--- src/rtl/bram_seq_if.sv ---
// Stream and BRAM bus bundle for bram_seq_ctrl.
//  in_valid/in_data/in_last/in_ready : LOAD-side word stream (producer -> sequencer)
//  out_valid/out_data/out_ready      : PLAY-side word stream (sequencer -> consumer)
//  bram_we/bram_addr/bram_w_data     : write/address port toward bram_example
//  bram_r_data                       : synchronous read data from bram_example
// modport slave  : the sequencer's view
// modport master : the surrounding environment's view (producer, consumer, BRAM)
interface bram_seq_if #(
  parameter int ADDR_W = 5,
  parameter int DATA_W = 4
);
  logic              in_valid;
  logic [DATA_W-1:0] in_data;
  logic              in_last;
  logic              in_ready;
  logic              out_valid;
  logic [DATA_W-1:0] out_data;
  logic              out_ready;
  logic              bram_we;
  logic [ADDR_W-1:0] bram_addr;
  logic [DATA_W-1:0] bram_w_data;
  logic [DATA_W-1:0] bram_r_data;

  modport slave (
    input  in_valid, in_data, in_last, out_ready, bram_r_data,
    output in_ready, out_valid, out_data, bram_we, bram_addr, bram_w_data
  );

  modport master (
    output in_valid, in_data, in_last, out_ready, bram_r_data,
    input  in_ready, out_valid, out_data, bram_we, bram_addr, bram_w_data
  );
endinterface

--- src/rtl/bram_seq_ctrl.sv ---
// Load/playback sequencer sitting in front of bram_example.
// LOAD streams words into consecutive BRAM addresses from 0; PLAY reads them
// back in order (RD -> WAIT -> OUT per word, so 3 cycles/word minimum).
// Ports:
//  clk, rst     : rising-edge clock, synchronous active-high reset
//  start_load   : pulse, begins LOAD (only honoured in IDLE, wins over start_play)
//  start_play   : pulse, begins PLAY (only honoured in IDLE)
//  busy         : state != IDLE
//  done         : registered one-cycle pulse in the first IDLE cycle after LOAD/PLAY
//  count        : number of words stored by the last LOAD
//  bus          : stream and BRAM signals (see bram_seq_if)
module bram_seq_ctrl #(
  parameter int ADDR_W = 5,
  parameter int DATA_W = 4,
  parameter int DEPTH  = 32
) (
  input  logic            clk,
  input  logic            rst,
  input  logic            start_load,
  input  logic            start_play,
  output logic            busy,
  output logic            done,
  output logic [ADDR_W:0] count,
  bram_seq_if.slave       bus
);

  localparam logic [2:0] S_IDLE = 3'd0;
  localparam logic [2:0] S_LOAD = 3'd1;
  localparam logic [2:0] S_RD   = 3'd2;
  localparam logic [2:0] S_WAIT = 3'd3;
  localparam logic [2:0] S_OUT  = 3'd4;

  localparam logic [ADDR_W:0] DEPTH_L = (ADDR_W+1)'(DEPTH);
  localparam logic [ADDR_W:0] ONE_C   = {{ADDR_W{1'b0}}, 1'b1};
  localparam logic [ADDR_W-1:0] PTR_ONE_C = {{(ADDR_W-1){1'b0}}, 1'b1};

  logic [2:0]        state_r;
  logic [ADDR_W-1:0] ptr_r;
  logic [ADDR_W:0]   count_r;
  logic              out_valid_r;
  logic [DATA_W-1:0] out_data_r;
  logic              done_r;
  logic              accept_s;
  logic              last_word_s;

  assign bus.in_ready    = (state_r == S_LOAD);
  assign accept_s        = bus.in_valid & bus.in_ready;
  assign bus.bram_we     = accept_s;
  assign bus.bram_addr   = ptr_r;
  assign bus.bram_w_data = bus.in_data;
  assign bus.out_valid   = out_valid_r;
  assign bus.out_data    = out_data_r;
  assign busy            = (state_r != S_IDLE);
  assign done            = done_r;
  assign count           = count_r;

  // In OUT, the word being presented is the final one when ptr == count-1.
  assign last_word_s = ({1'b0, ptr_r} == (count_r - ONE_C));

  // Sequencer FSM, pointer/fill counter and registered output stage.
  always_ff @(posedge clk) begin
    if (rst) begin
      state_r     <= S_IDLE;
      ptr_r       <= '0;
      count_r     <= '0;
      out_valid_r <= 1'b0;
      out_data_r  <= '0;
      done_r      <= 1'b0;
    end else begin
      done_r <= 1'b0;
      case (state_r)
        S_IDLE: begin
          if (start_load) begin
            state_r <= S_LOAD;
            ptr_r   <= '0;
            count_r <= '0;
          end else if (start_play) begin
            if (count_r != '0) begin
              state_r <= S_RD;
              ptr_r   <= '0;
            end else begin
              // Nothing stored: report completion immediately.
              done_r <= 1'b1;
            end
          end else begin
            state_r <= S_IDLE;
          end
        end
        S_LOAD: begin
          if (accept_s) begin
            ptr_r   <= ptr_r + PTR_ONE_C;
            count_r <= count_r + ONE_C;
            // Leaving on the DEPTH-th accept drops in_ready, so no wrap/overwrite.
            if (bus.in_last || ((count_r + ONE_C) == DEPTH_L)) begin
              state_r <= S_IDLE;
              done_r  <= 1'b1;
            end else begin
              state_r <= S_LOAD;
            end
          end else begin
            state_r <= S_LOAD;
          end
        end
        S_RD: begin
          state_r <= S_WAIT;
        end
        S_WAIT: begin
          // BRAM read data for ptr is valid during this cycle.
          out_data_r  <= bus.bram_r_data;
          out_valid_r <= 1'b1;
          state_r     <= S_OUT;
        end
        S_OUT: begin
          if (bus.out_ready) begin
            out_valid_r <= 1'b0;
            if (last_word_s) begin
              state_r <= S_IDLE;
              done_r  <= 1'b1;
            end else begin
              ptr_r   <= ptr_r + PTR_ONE_C;
              state_r <= S_RD;
            end
          end else begin
            state_r <= S_OUT;
          end
        end
        default: begin
          state_r     <= S_IDLE;
          out_valid_r <= 1'b0;
        end
      endcase
    end
  end

endmodule

--- src/flat_wrapper.sv ---
// flat-port wrapper written by rule: the top's interface ports become plain ports
module bram_seq_ctrl_flat 
#(
  parameter int ADDR_W = 5,
  parameter int DATA_W = 4,
  parameter int DEPTH  = 32
)
  (clk, rst, start_load, start_play, busy, done, count, bus_in_valid, bus_in_data, bus_in_last, bus_out_ready, bus_bram_r_data, bus_in_ready, bus_out_valid, bus_out_data, bus_bram_we, bus_bram_addr, bus_bram_w_data);
  bram_seq_if #(.ADDR_W(ADDR_W), .DATA_W(DATA_W)) bus_i ();
  input  logic clk;
  input  logic rst;
  input  logic start_load;
  input  logic start_play;
  output logic busy;
  output logic done;
  output logic [ADDR_W:0] count;
  input wire logic [$bits(bus_i.in_valid)-1:0] bus_in_valid;
  input wire logic [$bits(bus_i.in_data)-1:0] bus_in_data;
  input wire logic [$bits(bus_i.in_last)-1:0] bus_in_last;
  input wire logic [$bits(bus_i.out_ready)-1:0] bus_out_ready;
  input wire logic [$bits(bus_i.bram_r_data)-1:0] bus_bram_r_data;
  output wire logic [$bits(bus_i.in_ready)-1:0] bus_in_ready;
  output wire logic [$bits(bus_i.out_valid)-1:0] bus_out_valid;
  output wire logic [$bits(bus_i.out_data)-1:0] bus_out_data;
  output wire logic [$bits(bus_i.bram_we)-1:0] bus_bram_we;
  output wire logic [$bits(bus_i.bram_addr)-1:0] bus_bram_addr;
  output wire logic [$bits(bus_i.bram_w_data)-1:0] bus_bram_w_data;
  assign bus_i.in_valid = bus_in_valid;
  assign bus_i.in_data = bus_in_data;
  assign bus_i.in_last = bus_in_last;
  assign bus_i.out_ready = bus_out_ready;
  assign bus_i.bram_r_data = bus_bram_r_data;
  assign bus_in_ready = bus_i.in_ready;
  assign bus_out_valid = bus_i.out_valid;
  assign bus_out_data = bus_i.out_data;
  assign bus_bram_we = bus_i.bram_we;
  assign bus_bram_addr = bus_i.bram_addr;
  assign bus_bram_w_data = bus_i.bram_w_data;
  bram_seq_ctrl #(.ADDR_W(ADDR_W), .DATA_W(DATA_W), .DEPTH(DEPTH)) u_core (.clk(clk), .rst(rst), .start_load(start_load), .start_play(start_play), .busy(busy), .done(done), .count(count), .bus(bus_i));
endmodule
--- config.mk ---
export PLATFORM = sky130hd
export DESIGN_NAME = bram_seq_ctrl_flat
export DESIGN_NICKNAME = d
export VERILOG_FILES = /design/src/rtl/bram_seq_if.sv /design/src/rtl/bram_seq_ctrl.sv /design/src/flat_wrapper.sv
export SDC_FILE = /design/constraint.sdc
export NUM_CORES = 1
export LEC_CHECK = 0
export ABC_AREA = 1
export BUFFER_PORTS_ARGS = -buffer_cell sky130_fd_sc_hd__buf_2
export CORE_UTILIZATION = 51
export DETAILED_ROUTE_END_ITERATION = 10
export GPL_TIMING_DRIVEN = 0
export PLACE_DENSITY = 0.85
export SLEW_MARGIN = 20
export SYNTH_ARGS = -nofsm -noshare
export SYNTH_HDL_FRONTEND = slang
export SYNTH_SLANG_ARGS = --single-unit
--- constraint.sdc ---
create_clock -name clk -period 2.2 [get_ports clk]
set_clock_uncertainty 0.1 [all_clocks]
set_input_delay 0 -clock clk [delete_from_list [all_inputs] [get_ports clk]]
set_output_delay 0 -clock clk [all_outputs]
set_load 0.03 [all_outputs]
==> impl_metrics.toml, run 1 <==
[floorplan]
coreArea_sq_um = 2450
initial_core_util = 0.538
row_count = 18
dieHeight_microns = 52.9
die_w_microns = 52.9
die-area_sq_um = 2800
io-pin-count = 39

[routing]
first_pass_iters = 4
drt_iter0_drc = 23
drt_wl_total_microns = 3350
dr_total_vias = 1425
drc_errors = 0
antenna_left = 0
vias_per_cell = 5.05
wire_per_inst_microns = 11.9

[setup_path]
path_cells = "inv_1 > nor3_2 > inv_1 > nor2_1 > nor2_1 > dlygate4sd3_1"
cp_max_fo = 6
cpMaxStageDelayCell = "dlygate4sd3_1"
cpPeakStageDelay_ns = 0.60
critical_path.top_delay_family = "buffers and inverters"
cp_data_required_time_ns = 2.29
startpoint_type = "register"
ff2ff_path_depth = 6
r2r_end = "u_core.bus.out_data[2]"
cp.arrival_ns = 2.11
reg2reg_slack_ns = 0.18
reg2reg_from = "u_core.state_r[1]"
critPathBufInv = 3
criticalPathCategory = "register to register"
crit_path_end_kind = "register"

[min_path]
hold_end = "bus_bram_w_data[3]"
min-delay-start = "bus_in_data[3]"
hold_class = "input port to primary output"
whs_path_depth = 2

[yosys]
synth_top_family_by_area = "simple AND/OR/NAND/NOR gates"
synth_edf_count = 0
syn_avg_cell_area_sq_um = 6.60
synth-main-ff-cell = "dfxtp_1"
ys.warnings.count = 0
syn-num-nets = 219
syn_area_sq_um = 1320
synthAdderAreaFrac = 0.0379
ys_types = 29
synth_cells = 200
synth_compound_area_frac = 0.108
yosys.area_share.simple = 0.406
ys_seq_elements = 20
synth_xor_area_frac = 0.0265
synth_mux_area_frac = 0
synthArstFlopShare = 0
ys_seq_area_frac = 0.303

[sta]
post-route-min-period_ns = 2.02
tightestPinTransition_ns = 0.366
finalSetupViolCount = 0
maxSlewHeadroom = 0.755
fin_crit_sh = 0.919
clock.fmax_ghz = 0.494
finalHoldViolations = 0
setup_tns_ns = 0
rsz0062_at_grt = "false"
final-max-slew-violation-count = 0

[placement]
dpl.hpwl_microns = 2170
numPlacedInstances = 264
gp_congestion = 0.872
portBuffers = 34

[cells_and_area]
final_cell_mix = "48 x nand2_1, 34 x buf_2, 24 x inv_1"
synthToLayoutAreaGrowth_pct = 30.2
nFillCells = 213
layoutNonFillerInstCount = 282
drive_above_1_share = 0.259
final_common_cell = "nand2_1"
finish.net_count = 271

[power]
ir_worst_vdd_v = 0.000566
power_frac_seq = 0.363
p_int_mw = 0.730
power_density_nw_per_um2 = 680
swShare = 0.375
clkPwrFrac = 0.263
p_comb_frac = 0.374
power.switching_mw = 0.439
leakagePower_nw = 0.872

[global_routing]
antenna_found_initial = 1
grt_pass1_wl_microns = 5430
grt-ovfl-total = 0
grt_max_degree = 13
track_usage = 0.268
grt_pass1_vias = 1271

[cts]
numCtsBuffers = 3
cts_setup_buffers = 0
root_buffer = "clkbuf_4"
clk_pin_slew_worst_paths_ns = 0.12
h-tree-depth = 1
insertion_delay_ns = 0.30
cts_buffer_depth = 2
cts_tree = "done"
cts_num_sinks = 20

[job]
max-cap-violations = 0

[outcome]
status = "finished, final reports clean"
[layer usage]
metal	global-route usage	up-vias	wire, microns
met5	0	-	0
met4	0.118	0	89
met3	0.0489	8	173
met2	0.451	43	1620
met1	0.328	635	1470
li1	-	739	-
[area by class of cell]
type	instances	area, sq um	area share
Multi-Input combinational cell	147	768	0.447
Sequential cell	20	402	0.234
Timing Repair Buffer	47	300	0.175
Inverter	27	101	0.0590
Buffer	6	55.1	0.0320
Tap cell	30	37.5	0.0218
Clock inverter	1	30.0	0.0175
Clock buffer	3	22.5	0.0131
Antenna cell	1	2.50	0.00146
[registers in the layout, summed over array words and instances, names as in the netlist]
register,count
u_core.bus.out_valid,1
u_core.state_r,3
u_core.bus.bram_addr,5
u_core.bus.out_data,4
u_core.done,1
u_core.count,6
[cells by family after synthesis]
kind of cell	count (synthesis)
adders and majority gates	4
DFF	20
and+or+nand+nor	114
buffers and inverters	33
xor gates and xnor gates	4
AOI/OAI and AO/OA	25
[cell usage after synthesis (2+ instances only)]
library cell / instances / area [sq um]
o21ai_0: 8 / 40.0
nor2_2: 5 / 31.3
nand2_2: 3 / 18.8
dfxtp_1: 20 / 400
inv_1: 24 / 90.1
nand2_1: 48 / 180
nor2_1: 23 / 86.3
xor2_1: 4 / 35.0
inv_2: 3 / 11.3
nand3_1: 21 / 105
nand4_1: 3 / 18.8
nor3_1: 3 / 15.0
buf_4: 4 / 30.0
a211oi_1: 2 / 15.0
ha_1: 4 / 50.1
a21oi_1: 12 / 60.1
[how the worst max path moves through the flow]
| stage | from | endpoint | cells past startpoint |
|---|---|---|---|
| 6_report | u_core.state_r[1] | u_core.bus.out_data[2] | 6 |
| 2_1_floorplan | u_core.count[0] | u_core.bus.bram_addr[0] | 13 |
| 3_5_place_dp | u_core.count[0] | u_core.bus.bram_addr[0] | 13 |
| 3_3_place_gp | u_core.count[0] | u_core.bus.bram_addr[0] | 13 |
| 5_1_grt | u_core.count[1] | u_core.bus.bram_addr[0] | 13 |
| 4_1_cts | u_core.count[0] | u_core.bus.bram_addr[0] | 13 |
[through the flow]
step / setup WS, ns / cell area (sq um) / power [mW] / hold WS [ns] / utilization
after global routing: 0.0545 / 1720 / 1.25 / 0.160 / 0.700
after detailed placement: 0.195 / 1530 / 0.843 / 0.126 / 0.622
after global placement: 0.218 / 1530 / 0.837 / 0.121 / 0.622
final: 0.178 / 1720 / 1.17 / 0.150 / 0.700
after floorplan: 0.203 / 1320 / 0.747 / -0.0309 / -
after CTS: 0.163 / 1710 / 1.17 / 0.151 / 0.697
[power by group through the flow]
stage	Sequential, mW	Clock (mW)	Combinational, mW
after CTS	0.422	0.314	0.431
after floorplan	0.473	0	0.274
final	0.424	0.308	0.437
after detailed placement	0.431	0	0.413
after global placement	0.431	0	0.406
after global routing	0.429	0.329	0.490
[repair_timing]
item	4_1_cts	5_1_grt
hold buffers	13	0
endpoints found under the setup margin	0	7
gates resized for setup	0	2
hold endpoints to repair	13	0
No activity file was read; power rests on OpenSTA's default activity.
==> run 2: changes to the inputs <==
Settings changed: CELL_PAD_IN_SITES_DETAIL_PLACEMENT set to 1, CELL_PAD_IN_SITES_GLOBAL_PLACEMENT set to 1, CORE_UTILIZATION 51 to 35.
==> run 2 against run 1 <==
- count of clock-buffer cells in the layout unchanged
- critical path type unchanged
- first-iteration DRC count increased by 87%
- die area increased by 44%
- hold slack got worse by 0.12 ns
- worst setup slack got worse by 0.010 ns
- register-to-register slack about the same
- design area decreased by 1.7%
- via count decreased by 0.56%
- combinational power about the same
- critical path depth increased by 7
- final cell count increased by 3.2%
- highest routed layer unchanged
- sequential cell count unchanged
==> impl_metrics.toml, run 2 (synthesis gave the netlist of run 1 again) <==
[outcome]
status = "finished, final reports clean"

[routing]
drt_iter0_drc = 43
antenna_left = 0
first_pass_iters = 4
vias_per_cell = 4.87
dr_total_vias = 1417
drt_wl_total_microns = 3610
drc_errors = 0
wire_per_inst_microns = 12.4

[setup_path]
criticalPathCategory = "register to register"
reg2reg_from = "u_core.count[1]"
startpoint_type = "register"
path_cells = "inv_1 > ha_1 > inv_1 > nand2_1 > nand2_1 > nor2_1 > nand3_1 > nor2_4 > nand3_2 > nand2_4 > nand2_1 > nand2_1 > nor2_1"
cp.arrival_ns = 2.09
cpMaxStageDelayCell = "dfxtp_1"
r2r_end = "u_core.bus.bram_addr[4]"
cpPeakStageDelay_ns = 0.42
crit_path_end_kind = "register"
ff2ff_path_depth = 13
cp_common_cell = "nand2_1"
cp_max_fo = 6
cp_data_required_time_ns = 2.26
reg2reg_slack_ns = 0.17

[cts]
numCtsBuffers = 3
cts_tree = "done"
insertion_delay_ns = 0.26
cts_buffer_depth = 2
cts_num_sinks = 20
clk_pin_slew_worst_paths_ns = 0.08
root_buffer = "clkbuf_8"
h-tree-depth = 1
cts_setup_buffers = 0

[min_path]
min-delay-start = "start_play"
whs_path_depth = 5
hold_class = "input port to register"
hold_end = "u_core.state_r[1]"

[sta]
maxSlewHeadroom = 0.686
finalHoldViolations = 0
final-max-slew-violation-count = 0
clock.fmax_ghz = 0.492
post-route-min-period_ns = 2.03
tightestPinTransition_ns = 0.467
rsz0062_at_grt = "false"
setup_tns_ns = 0
fin_crit_sh = 0.924
finalSetupViolCount = 0

[placement]
portBuffers = 34
gp_congestion = 0.773
dpl.hpwl_microns = 2750

[cells_and_area]
largest_reg_flops = 6
diodes = 0
final_cell_mix = "48 x nand2_1, 34 x buf_2, 24 x inv_1"
finish.net_count = 265
drive_above_1_share = 0.261
synthToLayoutAreaGrowth_pct = 28.1
nFillCells = 479
final_common_cell = "nand2_1"

[floorplan]
coreArea_sq_um = 3470
row_count = 21
io-pin-count = 39
die_w_microns = 63.4
dieHeight_microns = 63.4
initial_core_util = 0.381
die-area_sq_um = 4020

[global_routing]
track_usage = 0.195
grt_max_degree = 13
grt-ovfl-total = 0
antenna_found_initial = 0
grt_pass1_wl_microns = 6140
grt_pass1_vias = 1376

[power]
finalPower_mw = 1.24
leakagePower_nw = 0.845
ir_worst_vdd_v = 0.000403
power_density_nw_per_um2 = 735

[job]
max-cap-violations = 0
run 2: changes by cell type in the layout (fill, tap and decap cells not counted):
cell | before | now
clkbuf_8 | 1 | 4
diode_2 | 1 | 0
clkbuf_4 | 3 | 0
nor3_1 | 2 | 3
nor3_2 | 2 | 1
dlygate4sd3_1 | 13 | 7
run 2: final cells by class:
type	count	area, sq um	share of cell area
multi-input cells	147	763	0.452
flip-flops and latches	20	402	0.238
repair buffers	41	240	0.142
inverters	27	101	0.0600
well taps	46	57.6	0.0340
plain buffers	6	55.1	0.0326
clock buffers	3	41.3	0.0244
clock inverters	1	30.0	0.0178
run 2: what timing repair did:
item	4_1_cts	5_1_grt
hold buffers	7	0
gates resized for setup	0	1
endpoints found under the hold margin	12	0
endpoints found under the setup margin	0	5
run 2: worst max path at each step:
stage                     slack (ns)                 endpoint       startpoint
after floorplan                 0.20  u_core.bus.bram_addr[0]  u_core.count[0]
after global placement          0.14  u_core.bus.bram_addr[0]  u_core.count[0]
after detailed placement        0.09  u_core.bus.bram_addr[4]  u_core.count[0]
after CTS                       0.06  u_core.bus.bram_addr[4]  u_core.count[0]
after global routing           0.007  u_core.bus.bram_addr[4]  u_core.count[1]
final                           0.17  u_core.bus.bram_addr[4]  u_core.count[1]
run 2: per-stage QoR:
stage / utilization / cells / hold WS [ns] / area (sq um) / setup WS (ns)
finish: 0.487 / 291 / 0.0344 / 1690 / 0.168
global route: 0.487 / 291 / 0.0738 / 1690 / 0.00729
CTS: 0.487 / 291 / 0.0364 / 1690 / 0.0594
detailed placement: 0.446 / 280 / 0.131 / 1550 / 0.0947
global placement: 0.446 / 280 / 0.122 / 1550 / 0.136
floorplan: - / 200 / -0.0309 / 1320 / 0.203
run 2: critical path, delay by kind of cell, from the launching register on:
kind	cells	cell delay [ns]
adders and majority gates	1	0.35
buffers and inverters	2	0.15
DFF	1	0.42
and+or+nand+nor	10	0.90
run 2: where the power goes:
| part | total [mW] | internal [mW] | switching (mW) |
|---|---|---|---|
| logic | 0.439 | 0.149 | 0.289 |
| clock network | 0.379 | 0.243 | 0.137 |
| registers | 0.425 | 0.391 | 0.0339 |
| total | 1.24 | 0.783 | 0.459 |
run 2: metal layers:
metal  share of wire  routed length [microns]  global-route usage  up-vias
met4          0.0061                       22              0.0682        0
met3           0.028                      101              0.0163        2
met5               0                        0                   0        -
met2            0.50                     1820               0.342       27
li1                -                        -                   -      729
met1            0.46                     1670               0.246      659
==> run 3: changes to the inputs <==
--- a/config.mk
+++ b/config.mk
@@ -13,5 +13,5 @@
 export DETAILED_ROUTE_END_ITERATION = 10
 export GPL_TIMING_DRIVEN = 0
-export PLACE_DENSITY = 0.85
+export PLACE_DENSITY = 0.86
 export SLEW_MARGIN = 20
 export SYNTH_ARGS = -nofsm -noshare
==> constraint.sdc (replaced) <==
create_clock -name clk -period 2 [get_ports clk]
set_clock_uncertainty 0.1 [all_clocks]
set_input_delay 0.4 -clock clk [delete_from_list [all_inputs] [get_ports clk]]
set_output_delay 0.4 -clock clk [all_outputs]
set_load 0.03 [all_outputs]
==> run 3 against run 2 <==
- sequential share of layout area grew 1.0 points
- hold slack gained 0.22 ns
- routed wire length increased by 1.3%
- via count fell by 0.71%
- global-route usage increased by 0.39 points
- power is 11% higher
- die area unchanged
- first-iteration DRC count rose by 42%
- count of clock-buffer cells in the layout unchanged
- worst setup slack worse by 0.088 ns
- final cell count down 2.4%
- largest power group unchanged
- highest routed layer unchanged
==> impl_metrics.toml, run 3 (synthesis gave the netlist of run 1 again) <==
[outcome]
status = "finished, final reports clean"

[sta]
clock.fmax_ghz = 0.521
finalSetupViolCount = 0
finalHoldViolations = 0
final-max-slew-violation-count = 0
maxSlewHeadroom = 0.642
post-route-min-period_ns = 1.92
tightestPinTransition_ns = 0.534
fin_crit_sh = 0.960

[power]
swShare = 0.371
power.switching_mw = 0.511
power_density_nw_per_um2 = 832
power_frac_seq = 0.342
leakagePower_nw = 0.816
clkPwrFrac = 0.303
ir_worst_vdd_v = 0.000340
p_int_mw = 0.866
finalPower_mw = 1.38
p_comb_frac = 0.356

[setup_path]
ff2ff_path_depth = 13
critical_path.top_delay_family = "buffers and inverters"
cp.arrival_ns = 1.42
cp_data_required_time_ns = 1.50
crit_path_end_kind = "primary output"
path_cells = "nor3_4 > buf_6 > nand2_1 > inv_1 > buf_2"
startpoint_type = "register"
critPathBufInv = 3
r2r_end = "u_core.bus.bram_addr[1]"
cpMaxStageDelayCell = "dfxtp_1"
reg2reg_from = "u_core.count[0]"
cp_max_fo = 10
criticalPathCategory = "register to primary output"
cpPeakStageDelay_ns = 0.38
reg2reg_slack_ns = 0.15

[min_path]
min-delay-start = "bus_bram_r_data[0]"
hold_class = "input port to register"
hold_end = "u_core.bus.out_data[0]"
whs_path_depth = 3

[job]
max-cap-violations = 0

[global_routing]
grt_pass1_vias = 1372
grt_pass1_wl_microns = 6250
grt_max_degree = 13
antenna_found_initial = 0
grt-ovfl-total = 0
track_usage = 0.199

[cts]
insertion_delay_ns = 0.26
numCtsBuffers = 3
cts_buffer_depth = 2
root_buffer = "clkbuf_8"
cts_tree = "done"
clk_pin_slew_worst_paths_ns = 0.08
cts.repair.resized = 2
h-tree-depth = 1
cts-hold-fix-buffers = 0
cts_num_sinks = 20
cts_setup_buffers = 0

[placement]
numPlacedInstances = 280
dpl.hpwl_microns = 2760
gp_congestion = 0.779
portBuffers = 34

[cells_and_area]
final_cell_mix = "48 x nand2_1, 34 x buf_2, 24 x inv_1"
final_common_cell = "nand2_1"
finish.net_count = 258
utilization = 0.477
synthToLayoutAreaGrowth_pct = 25.4
largest_reg_flops = 6
diodes = 0
layoutNonFillerInstCount = 284
drive_above_1_share = 0.286

[routing]
wire_per_inst_microns = 12.9
drt_iter0_drc = 61
antenna_left = 0
drc_errors = 0
vias_per_cell = 4.95
first_pass_iters = 4
dr_total_vias = 1407
drt_wl_total_microns = 3660

[floorplan]
coreArea_sq_um = 3470
row_count = 21
io-pin-count = 39
dieHeight_microns = 63.4
die-area_sq_um = 4020
die_w_microns = 63.4
initial_core_util = 0.381
==> run 3: power by group through the flow <==
stage	logic, mW	registers, mW	clock network [mW]
5_1_grt	0.547	0.476	0.446
2_1_floorplan	0.301	0.520	0
4_1_cts	0.477	0.469	0.426
6_report	0.490	0.470	0.417
3_3_place_gp	0.456	0.476	0
3_5_place_dp	0.471	0.477	0
==> run 3: worst max-delay path by stage <==
stage	cells past startpoint	endpoint	from	slack [ns]
finish	5	bus_bram_we	u_core.state_r[1]	0.08
global route	13	u_core.bus.bram_addr[1]	u_core.count[0]	-0.0008
CTS	13	u_core.bus.bram_addr[1]	u_core.count[0]	0.006
detailed placement	13	u_core.bus.bram_addr[1]	u_core.count[0]	-0.05
global placement	13	u_core.bus.bram_addr[1]	u_core.count[0]	-0.05
floorplan	13	u_core.bus.bram_addr[0]	u_core.count[0]	0.003
==> run 3: per-stage QoR <==
step | instance area (sq um) | hold slack (ns) | TNS, ns | setup slack (ns)
finish | 1660 | 0.251 | 0 | 0.0792
global route | 1660 | 0.269 | -0.000767 | -0.000767
CTS | 1620 | 0.252 | 0 | 0.00578
detailed placement | 1550 | 0.404 | -0.205 | -0.0509
global placement | 1550 | 0.398 | -0.168 | -0.0456
floorplan | 1320 | 0.369 | 0 | 0.00263
==> run 3: per-layer routing <==
layer,up-vias,track usage,share of wire
met1,663,0.254,0.46
met3,4,0.0217,0.025
li1,714,-,-
met4,0,0.0852,0.012
met2,26,0.334,0.50
met5,-,0,0
==> run 3: cell type report <==
class | count | area (sq um)
Buffer | 6 | 55.1
Timing Repair Buffer | 34 | 170
Clock inverter | 1 | 30.0
Inverter | 27 | 101
Tap cell | 46 | 57.6
Fill cell | 498 | 1810
Multi-Input combinational cell | 147 | 790
Clock buffer | 3 | 41.3
Sequential cell | 20 | 410
==> run 3: tightest hold or removal path: cells and delay by family <==
family | cells | cell delay, ns
buffers and inverters | 1 | 0.07
AND/OR/NAND/NOR | 2 | 0.11
